**src/rtl/cpu_pkg.sv**
```systemverilog
// Shared CPU-side definitions: bus word width and word type.
package cpu_pkg;

  localparam int unsigned WIDTH = 32;

  typedef logic [WIDTH-1:0] word_t;

endpackage : cpu_pkg

```
**src/rtl/out_port_unit_if.sv**
```systemverilog
// Device-side valid/ready handshake of the out-port unit.
//   dev_data  : word offered to the external device
//   dev_valid : dev_data holds a queued word
//   dev_ready : device takes dev_data on this rising edge
// master = the out-port unit (source), slave = the external device (sink).
interface out_port_unit_if #(
  parameter int unsigned WIDTH = cpu_pkg::WIDTH
);

  logic [WIDTH-1:0] dev_data;
  logic             dev_valid;
  logic             dev_ready;

  modport master (output dev_data, output dev_valid, input dev_ready);
  modport slave  (input dev_data, input dev_valid, output dev_ready);

endinterface : out_port_unit_if

```
**src/rtl/out_fifo.sv**
```systemverilog
// Circular FIFO: storage, head/tail pointers and occupancy count.
// Ports:
//   clk, clr        : clock, async active-low reset
//   wr_en, wr_data  : push (caller guarantees room, or a same-cycle pop)
//   rd_en           : pop (caller guarantees not empty)
//   rd_data         : head entry, taken from registered state only
//   count/full/empty: registered occupancy and its flags
module out_fifo #(
  parameter int unsigned WIDTH = cpu_pkg::WIDTH,
  parameter int unsigned DEPTH = 4
) (
  input  logic                       clk,
  input  logic                       clr,
  input  logic                       wr_en,
  input  logic [WIDTH-1:0]           wr_data,
  input  logic                       rd_en,
  output logic [WIDTH-1:0]           rd_data,
  output logic [$clog2(DEPTH):0]     count,
  output logic                       full,
  output logic                       empty
);

  localparam int unsigned PW = $clog2(DEPTH);
  localparam int unsigned CW = PW + 1;

  logic [WIDTH-1:0] mem [DEPTH];
  logic [PW-1:0]    head;
  logic [PW-1:0]    tail;
  logic [CW-1:0]    count_nxt;

  // Occupancy update; simultaneous push and pop leaves it unchanged.
  always_comb begin
    count_nxt = count;
    case ({wr_en, rd_en})
      2'b10:   count_nxt = count + CW'(1);
      2'b01:   count_nxt = count - CW'(1);
      default: count_nxt = count;
    endcase
  end

  // Pointers wrap naturally because DEPTH is a power of two.
  always_ff @(posedge clk or negedge clr) begin
    if (!clr) begin
      head  <= '0;
      tail  <= '0;
      count <= '0;
      empty <= 1'b1;
      full  <= 1'b0;
    end else begin
      if (wr_en) tail <= tail + PW'(1);
      if (rd_en) head <= head + PW'(1);
      count <= count_nxt;
      empty <= (count_nxt == CW'(0));
      full  <= (count_nxt == CW'(DEPTH));
    end
  end

  // Storage is intentionally not reset; contents only matter behind count.
  always_ff @(posedge clk) begin
    if (wr_en) mem[tail] <= wr_data;
  end

  assign rd_data = mem[head];

endmodule : out_fifo

```
**src/rtl/out_port_unit.sv**
```systemverilog
// CPU output port: latches bus writes into the architectural out-port
// register and queues them in a FIFO drained by an external device.
// Ports:
//   clk, clr        : clock, async active-low reset
//   BusMuxOut       : CPU bus value
//   OutPortIn       : CPU write strobe, one word per high cycle
//   OutPortLatched  : last accepted word
//   OutPortFull/Empty/Count : FIFO status
//   OutPortOvf      : sticky, set when a write is dropped on a full FIFO
//   dev             : device handshake (master side)
module out_port_unit
  import cpu_pkg::*;
#(
  parameter int unsigned WIDTH = cpu_pkg::WIDTH,
  parameter int unsigned DEPTH = 4
) (
  input  logic                   clk,
  input  logic                   clr,
  input  logic [WIDTH-1:0]       BusMuxOut,
  input  logic                   OutPortIn,
  output logic [WIDTH-1:0]       OutPortLatched,
  output logic                   OutPortFull,
  output logic                   OutPortEmpty,
  output logic [$clog2(DEPTH):0] OutPortCount,
  output logic                   OutPortOvf,
  out_port_unit_if.master        dev
);

  logic             pop_c;
  logic             accept_c;
  logic [WIDTH-1:0] head_data;

  // A full FIFO still accepts a write when the head leaves on the same edge.
  assign pop_c    = !OutPortEmpty && dev.dev_ready;
  assign accept_c = OutPortIn && (!OutPortFull || pop_c);

  out_fifo #(
    .WIDTH (WIDTH),
    .DEPTH (DEPTH)
  ) u_fifo (
    .clk     (clk),
    .clr     (clr),
    .wr_en   (accept_c),
    .wr_data (BusMuxOut),
    .rd_en   (pop_c),
    .rd_data (head_data),
    .count   (OutPortCount),
    .full    (OutPortFull),
    .empty   (OutPortEmpty)
  );

  // Architectural out-port register and sticky drop flag.
  always_ff @(posedge clk or negedge clr) begin
    if (!clr) begin
      OutPortLatched <= '0;
      OutPortOvf     <= 1'b0;
    end else begin
      if (accept_c) OutPortLatched <= BusMuxOut;
      if (OutPortIn && !accept_c) OutPortOvf <= 1'b1;
    end
  end

  // Device side is driven purely from FIFO state: no bypass from the bus.
  assign dev.dev_valid = !OutPortEmpty;
  assign dev.dev_data  = head_data;

endmodule : out_port_unit
```
**src/flat_wrapper.sv**
```systemverilog
// flat-port wrapper written by rule: the top's interface ports become plain ports
module out_port_unit_flat import cpu_pkg::*;
#(
  parameter int unsigned WIDTH = cpu_pkg::WIDTH,
  parameter int unsigned DEPTH = 4
)
  (clk, clr, BusMuxOut, OutPortIn, OutPortLatched, OutPortFull, OutPortEmpty, OutPortCount, OutPortOvf, dev_dev_data, dev_dev_valid, dev_dev_ready);
  out_port_unit_if #(.WIDTH(WIDTH)) dev_i ();
  input  logic clk;
  input  logic clr;
  input  logic [WIDTH-1:0] BusMuxOut;
  input  logic OutPortIn;
  output logic [WIDTH-1:0] OutPortLatched;
  output logic OutPortFull;
  output logic OutPortEmpty;
  output logic [$clog2(DEPTH):0] OutPortCount;
  output logic OutPortOvf;
  output wire logic [$bits(dev_i.dev_data)-1:0] dev_dev_data;
  output wire logic [$bits(dev_i.dev_valid)-1:0] dev_dev_valid;
  input wire logic [$bits(dev_i.dev_ready)-1:0] dev_dev_ready;
  assign dev_dev_data = dev_i.dev_data;
  assign dev_dev_valid = dev_i.dev_valid;
  assign dev_i.dev_ready = dev_dev_ready;
  out_port_unit #(.WIDTH(WIDTH), .DEPTH(DEPTH)) u_core (.clk(clk), .clr(clr), .BusMuxOut(BusMuxOut), .OutPortIn(OutPortIn), .OutPortLatched(OutPortLatched), .OutPortFull(OutPortFull), .OutPortEmpty(OutPortEmpty), .OutPortCount(OutPortCount), .OutPortOvf(OutPortOvf), .dev(dev_i));
endmodule
```
**config.mk**
```make
export PLATFORM = sky130hd
export DESIGN_NAME = out_port_unit_flat
export DESIGN_NICKNAME = d
export VERILOG_FILES = /design/src/rtl/cpu_pkg.sv /design/src/rtl/out_port_unit_if.sv /design/src/rtl/out_fifo.sv /design/src/rtl/out_port_unit.sv /design/src/flat_wrapper.sv
export SDC_FILE = /design/constraint.sdc
export NUM_CORES = 1
export LEC_CHECK = 0
export ABC_CLOCK_PERIOD_IN_PS = 2900
export BUFFER_PORTS_ARGS = -buffer_cell sky130_fd_sc_hd__buf_2
export CORE_AREA = 2 2 109 111
export CTS_BUF_LIST = sky130_fd_sc_hd__clkbuf_2
export DETAILED_ROUTE_END_ITERATION = 8
export DIE_AREA = 0 0 111 113
export PLACE_DENSITY = 0.84
export SYNTH_ARGS = -nofsm -noshare
export SYNTH_HDL_FRONTEND = slang
export SYNTH_HIERARCHICAL = 1
export SYNTH_SLANG_ARGS = --single-unit
```
**constraint.sdc**
```tcl
create_clock -name clk -period 2.9 [get_ports clk]
set_clock_uncertainty 0.2 [all_clocks]
set_input_delay 0.58 -clock clk [delete_from_list [all_inputs] [get_ports clk]]
set_output_delay 0.58 -clock clk [all_outputs]
set_load 0.02 [all_outputs]
```
==> flow_summary.json, run 1 <==
{
  "rsz0062_at_grt": "true",
  "dp_hpwl_um": 8050,
  "hold_start": "dev_dev_ready",
  "final_cell_mix": "edfxtp_1 (128), buf_2 (76), dfrtp_1 (40), buf_6 (36), dlygate4sd3_1 (35)",
  "grt_pass1_vias": 3700,
  "viasPerCell": 5.42,
  "crit_family": "multiplexers",
  "drt-total-wl_um": 13000,
  "power_density_nw_per_um2": 973,
  "htree_num_levels": 4,
  "ctsLongestPathBuffers": 2,
  "violations": "negative setup slack",
  "synth_area_leader_cell": "edfxtp_1",
  "overflow": 0,
  "arrival_ns": 2.16,
  "finish.net_count": 497,
  "rr_startpoint": "u_core/u_fifo/empty",
  "rr_endpoint": "u_core/u_fifo/full",
  "synth_top_area_frac": 0.598,
  "async_flop_share": 0.247,
  "gp_congestion": 0.772,
  "yosys_register_bits": 170,
  "syn_nets": 327,
  "cts_tree": "built",
  "critPathLaunchType": "register",
  "clock_latency_ns": 0.68,
  "drt.antenna.violating_nets": 0,
  "path_buf_inv": 3,
  "drt-pass1-iter-count": 4,
  "final_common_cell": "edfxtp_1",
  "fin_tns_setup_ns": -0.0843,
  "synth-main-ff-cell": "edfxtp_1",
  "leakagePower_nw": 3.08,
  "fillerInstances": 655,
  "n_antenna_cell": 0,
  "synth_cell_type_count": 26,
  "whs_ns": 0.0697,
  "whs_path_depth": 4,
  "max_stage_delay_ns": 0.55,
  "die_area_sq_um": 12500,
  "ys_seq_area_frac": 0.762,
  "status": "finished with violations",
  "min_path_type": "in -> reg",
  "power_mw": 7.84,
  "grt_first_pass_wirelength_um": 20400,
  "crit_chain": "buf_8, buf_8, mux4_2, buf_6",
  "fin_crit_sh": 1.01,
  "syn_area_sq_um": 6420,
  "post_drt_wl_per_cell_um": 21.2,
  "layout_min_cycle_time_ns": 2.94,
  "vdd_ir_drop_max_v": 0.000738,
  "fin_ws_ns": -0.0363,
  "via_count": 3310,
  "crit_fanout": 6,
  "crit_slowest_cell": "mux4_2",
  "antenna_found_initial": 0,
  "crit_path_end_kind": "primary output",
  "dp_cells": 537,
  "syn_area_per_cell_sq_um": 22.5,
  "fmaxAchievable_mhz": 341,
  "hold_end": "u_core/u_fifo/head[0]",
  "initial_core_util": 0.570,
  "route.detailed.drc": 0,
  "area_delta_synth_final_pct": 25.5,
  "root_buffer": "clkbuf_2",
  "pin_count": 107,
  "syn-instance-count": 285,
  "worstPathRequired_ns": 2.12,
  "rows": 39,
  "cts.sinks": 170,
  "critPathKind": "reg -> out",
  "drv_cap": 0,
  "drt_iter0_drc": 167,
  "relSlewSlack": 0.531,
  "fin_cells": 611,
  "rr_worst_depth": 9,
  "tightest_slew_ns": 0.703,
  "ys_top_cells_by_area": "edfxtp_1 (60%), dfrtp_1 (16%), mux4_2 (9.8%)",
  "setup_viol": 6,
  "reg2reg_setup_slack_ns": 0.40,
  "slew_viol_final": 0,
  "synth_enable_flop_cells": 128,
  "portBuffers": 106,
  "grt_usage": 0.222,
  "drive_above_1_share": 0.489,
  "fp.dieH_um": 113,
  "die_w_um": 111,
  "pre_cts_slack_ns": 0.278,
  "cts_buffers": 17,
  "cp_common_cell": "buf_8",
  "yosysWarnings": 6,
  "coreArea_sq_um": 11300,
  "grt_max_degree": 40,
  "hold_viol_final": 0,
  "clk_pin_slew_ns": 0.21
}
## where the power goes
part | leakage (nW) | internal, mW | switching (mW)
registers | 1.66 | 3.14 | 0.177
clock network | 0.167 | 0.652 | 0.764
logic | 1.25 | 1.51 | 1.61
total | 3.08 | 5.29 | 2.55
## metrics by stage
stage,utilization,cell area [sq um]
after floorplan,-,6420
after global placement,0.633,7130
after detailed placement,0.633,7130
after CTS,0.716,8080
after global routing,0.715,8060
final,0.715,8060
## flip-flops by register name (all words and copies together) (netlist names)
name	cells
u_core/u_fifo/head	2
u_core/u_fifo/empty	1
u_core/u_fifo/mem	128
u_core/OutPortOvf	1
u_core/OutPortLatched	32
u_core/u_fifo/count	3
u_core/u_fifo/full	1
u_core/u_fifo/tail	2
## cell type report
class | instances | area, sq um | area share
clock buffer | 19 | 95.1 | 0.0118
clock inverter | 13 | 200 | 0.0248
inverter | 9 | 33.8 | 0.00419
multi-input combinational | 95 | 1370 | 0.170
sequential | 170 | 4900 | 0.608
tap | 143 | 179 | 0.0222
timing repair buffer | 162 | 1280 | 0.159
## worst min-delay path: cells and delay by family
kind,cells,cell delay (ns)
xor+xnor,1,0.08
buf+inv,2,0.22
simple gates,1,0.07
## routing by layer
layer	vias up	part of all wire	track usage
met3	18	0.055	0.0514
met1	1685	0.37	0.263
met4	0	0.015	0.0700
li1	1478	-	-
met5	-	0	0
met2	129	0.56	0.407
## synthesized netlist by cell type, types with 2 or more instances
cell type and n:
edfxtp_1 128, mux4_1 4, xor2_1 3, mux4_2 28
inv_1 9, o21ai_0 3, xnor2_1 4, ha_1 5
nand2_1 2, buf_12 3, and2_1 4, buf_6 4
dfrtp_1 41, nand3_1 2, buf_2 3, mux2_2 32
## kinds of logic after synthesis
family / count (synthesis) / synth area share
AOI/OAI and AO/OA: 6 / 0.00799
xor gates and xnor gates: 7 / 0.00954
adders and majority gates: 6 / 0.0129
buffers and inverters: 20 / 0.0245
DFF: 170 / 0.762
muxes: 65 / 0.172
and+or+nand+nor: 11 / 0.0107
## timing repair
item	4_1_cts	5_1_grt
gates resized for setup	74	3
gates cloned	1	0
hold buffers	35	0
endpoints found under the setup margin	32	32
buffers inserted	7	0
endpoints found under the hold margin	188	0
## worst max path at each step
| stage | from | to | slack [ns] | depth (start not counted) |
|---|---|---|---|---|
| after floorplan | dev_dev_ready | u_core/u_fifo/full | 0.30 | 10 |
| after global placement | dev_dev_ready | u_core/u_fifo/full | 0.44 | 10 |
| after detailed placement | dev_dev_ready | u_core/u_fifo/full | 0.28 | 10 |
| after CTS | u_core/u_fifo/head[0] | dev_dev_data[7] | -0.08 | 4 |
| after global routing | u_core/u_fifo/head[0] | dev_dev_data[25] | -0.14 | 4 |
| final | u_core/u_fifo/head[0] | dev_dev_data[25] | -0.04 | 4 |
(Power assumes the default switching activity.)
==> run 2: changes to the inputs <==
Settings changed: CELL_PAD_IN_SITES_DETAIL_PLACEMENT set to 0, CELL_PAD_IN_SITES_GLOBAL_PLACEMENT set to 1, CORE_AREA 2 2 109 111 to 2 2 117 119, DIE_AREA 0 0 111 113 to 0 0 119 121.
==> run 2 against run 1 <==
Against the previous run: the run still ends with negative setup slack left; non-clock buffer count is 3 lower; die area rose by 15%; largest cell class unchanged; fmax grew 1.1%; sequential share of layout area is essentially flat; cell count grew 4.9%; sequential power grew 2%; via count decreased by 1.8%; clock-buffer cell count grew 4; design area barely moved; critical path type unchanged; core utilization down 9.9 points; setup slack gained 0.032 ns; register-to-register slack better by 0.05 ns.
==> flow_summary.json, run 2 (synthesized netlist as in run 1, its figures left out) <==
{
  "status": "finished with violations",
  "violations": "negative setup slack",
  "portBuffers": 106,
  "rows": 42,
  "final_common_cell": "edfxtp_1",
  "rsz0062_at_grt": "true",
  "area_delta_synth_final_pct": 25.5,
  "max_stage_delay_ns": 0.53,
  "final_cell_mix": "edfxtp_1 (128), buf_2 (86), dfrtp_1 (39), dlygate4sd3_1 (36)",
  "register_area_sq_um": 4900,
  "crit_chain": "buf_12, buf_16, mux4_2, buf_6",
  "rr_endpoint": "u_core/u_fifo/full",
  "post_drt_wl_per_cell_um": 18.7,
  "route.detailed.drc": 0,
  "overflow": 0,
  "clock_latency_ns": 0.70,
  "fp.dieH_um": 121,
  "n_antenna_cell": 0,
  "die_area_sq_um": 14400,
  "critPathKind": "reg -> out",
  "hold_viol_final": 0,
  "layout_min_cycle_time_ns": 2.90,
  "initial_core_util": 0.491,
  "min_path_type": "in -> async",
  "drive_above_1_share": 0.490,
  "postPlaceCellArea_sq_um": 7220,
  "rr_worst_depth": 9,
  "finish.net_count": 494,
  "leakagePower_nw": 3.06,
  "drt.antenna.violating_nets": 0,
  "pin_count": 107,
  "fillerInstances": 968,
  "fmaxAchievable_mhz": 344,
  "power_density_nw_per_um2": 953,
  "fin_cells": 641,
  "crit_fanout": 8,
  "arrival_ns": 2.12,
  "power_mw": 7.69,
  "multiInputGateArea_sq_um": 1360,
  "rr_startpoint": "u_core/u_fifo/empty",
  "worstPathRequired_ns": 2.12,
  "root_buffer": "clkbuf_2",
  "gp_congestion": 0.770,
  "finalInstanceArea_sq_um": 8060,
  "antenna_found_initial": 0,
  "regMostFlops": "u_core/u_fifo/mem",
  "largest_register_ffs": 128,
  "grt_first_pass_wirelength_um": 18600,
  "dp_hpwl_um": 7620,
  "crit_family": "multiplexers",
  "fin_crit_sh": 1.00,
  "grt_max_degree": 40,
  "vdd_ir_drop_max_v": 0.000465,
  "reg2reg_setup_slack_ns": 0.45,
  "drt_iter0_drc": 207,
  "drt-pass1-iter-count": 4,
  "crit_path_end_kind": "primary output",
  "tightest_slew_ns": 0.563,
  "cts_tree": "built",
  "largestRegisters": "u_core/u_fifo/mem x128, u_core/OutPortLatched x32, u_core/u_fifo/count x3",
  "slew_viol_final": 0,
  "drt-total-wl_um": 12000,
  "crit_slowest_cell": "mux4_2",
  "ctsLongestPathBuffers": 2,
  "path_buf_inv": 3,
  "critPathLaunchType": "register",
  "via_count": 3250,
  "die_w_um": 119,
  "relSlewSlack": 0.625,
  "dp_cells": 569,
  "fin_util": 0.616,
  "cts_buffers": 17,
  "viasPerCell": 5.07,
  "clk_pin_slew_ns": 0.21,
  "grt_pass1_vias": 3403,
  "coreArea_sq_um": 13100,
  "setup_viol": 1,
  "cts.sinks": 170,
  "grt_usage": 0.177,
  "drv_cap": 0,
  "fin_ws_ns": -0.00469,
  "htree_num_levels": 4,
  "fin_tns_setup_ns": -0.00469
}
-- run 2: through the flow --
step	setup slack, ns	hold slack [ns]
CTS	-0.0712	0.119
finish	-0.00469	0.158
global placement	0.338	0.251
detailed placement	0.285	0.266
floorplan	0.300	0.0844
global route	-0.145	0.149
-- run 2: worst register-to-register path: cells and delay by family (launching register included) --
| family | cells | cell delay [ns] |
|---|---|---|
| flops | 1 | 0.60 |
| buf+inv | 2 | 0.13 |
| compound gates | 3 | 0.38 |
| fa+ha+maj | 2 | 0.67 |
| simple gates | 2 | 0.36 |
-- run 2: routing by layer --
metal | GRT usage | wire length (um) | vias to the layer above
met5 | 0 | 0 | -
met4 | 0.0647 | 164 | 0
met3 | 0.0399 | 553 | 11
met2 | 0.295 | 6180 | 103
met1 | 0.232 | 5090 | 1676
li1 | - | - | 1460
-- run 2: power by group --
part | switching (mW) | internal (mW)
sequential | 0.220 | 3.14
combinational | 1.50 | 1.42
clock | 0.735 | 0.669
total | 2.46 | 5.23
-- run 2: worst max path at each step --
stage,start,end,slack [ns],cells after the start
2_1_floorplan,dev_dev_ready,u_core/u_fifo/full,0.30,10
3_3_place_gp,dev_dev_ready,u_core/u_fifo/mem[0][24],0.34,6
3_5_place_dp,dev_dev_ready,u_core/u_fifo/mem[0][20],0.29,6
4_1_cts,u_core/u_fifo/head[0],dev_dev_data[20],-0.07,4
5_1_grt,u_core/u_fifo/head[0],dev_dev_data[4],-0.15,4
6_report,u_core/u_fifo/head[0],dev_dev_data[20],-0.005,4
-- run 2: cell type report --
cell class                 count  area share
tap                          176      0.0273
timing repair buffer         159       0.156
inverter                       9     0.00419
clock buffer                  23      0.0143
multi-input combinational     95       0.169
clock inverter                 9      0.0216
sequential                   170       0.608
-- run 2: repair_timing --
action,CTS,global route
pin swaps,0,0
hold buffers,36,0
gates resized for setup,41,6
gates cloned,2,0
hold endpoints to repair,184,0
setup buffers,2,0
setup endpoints to repair,32,32
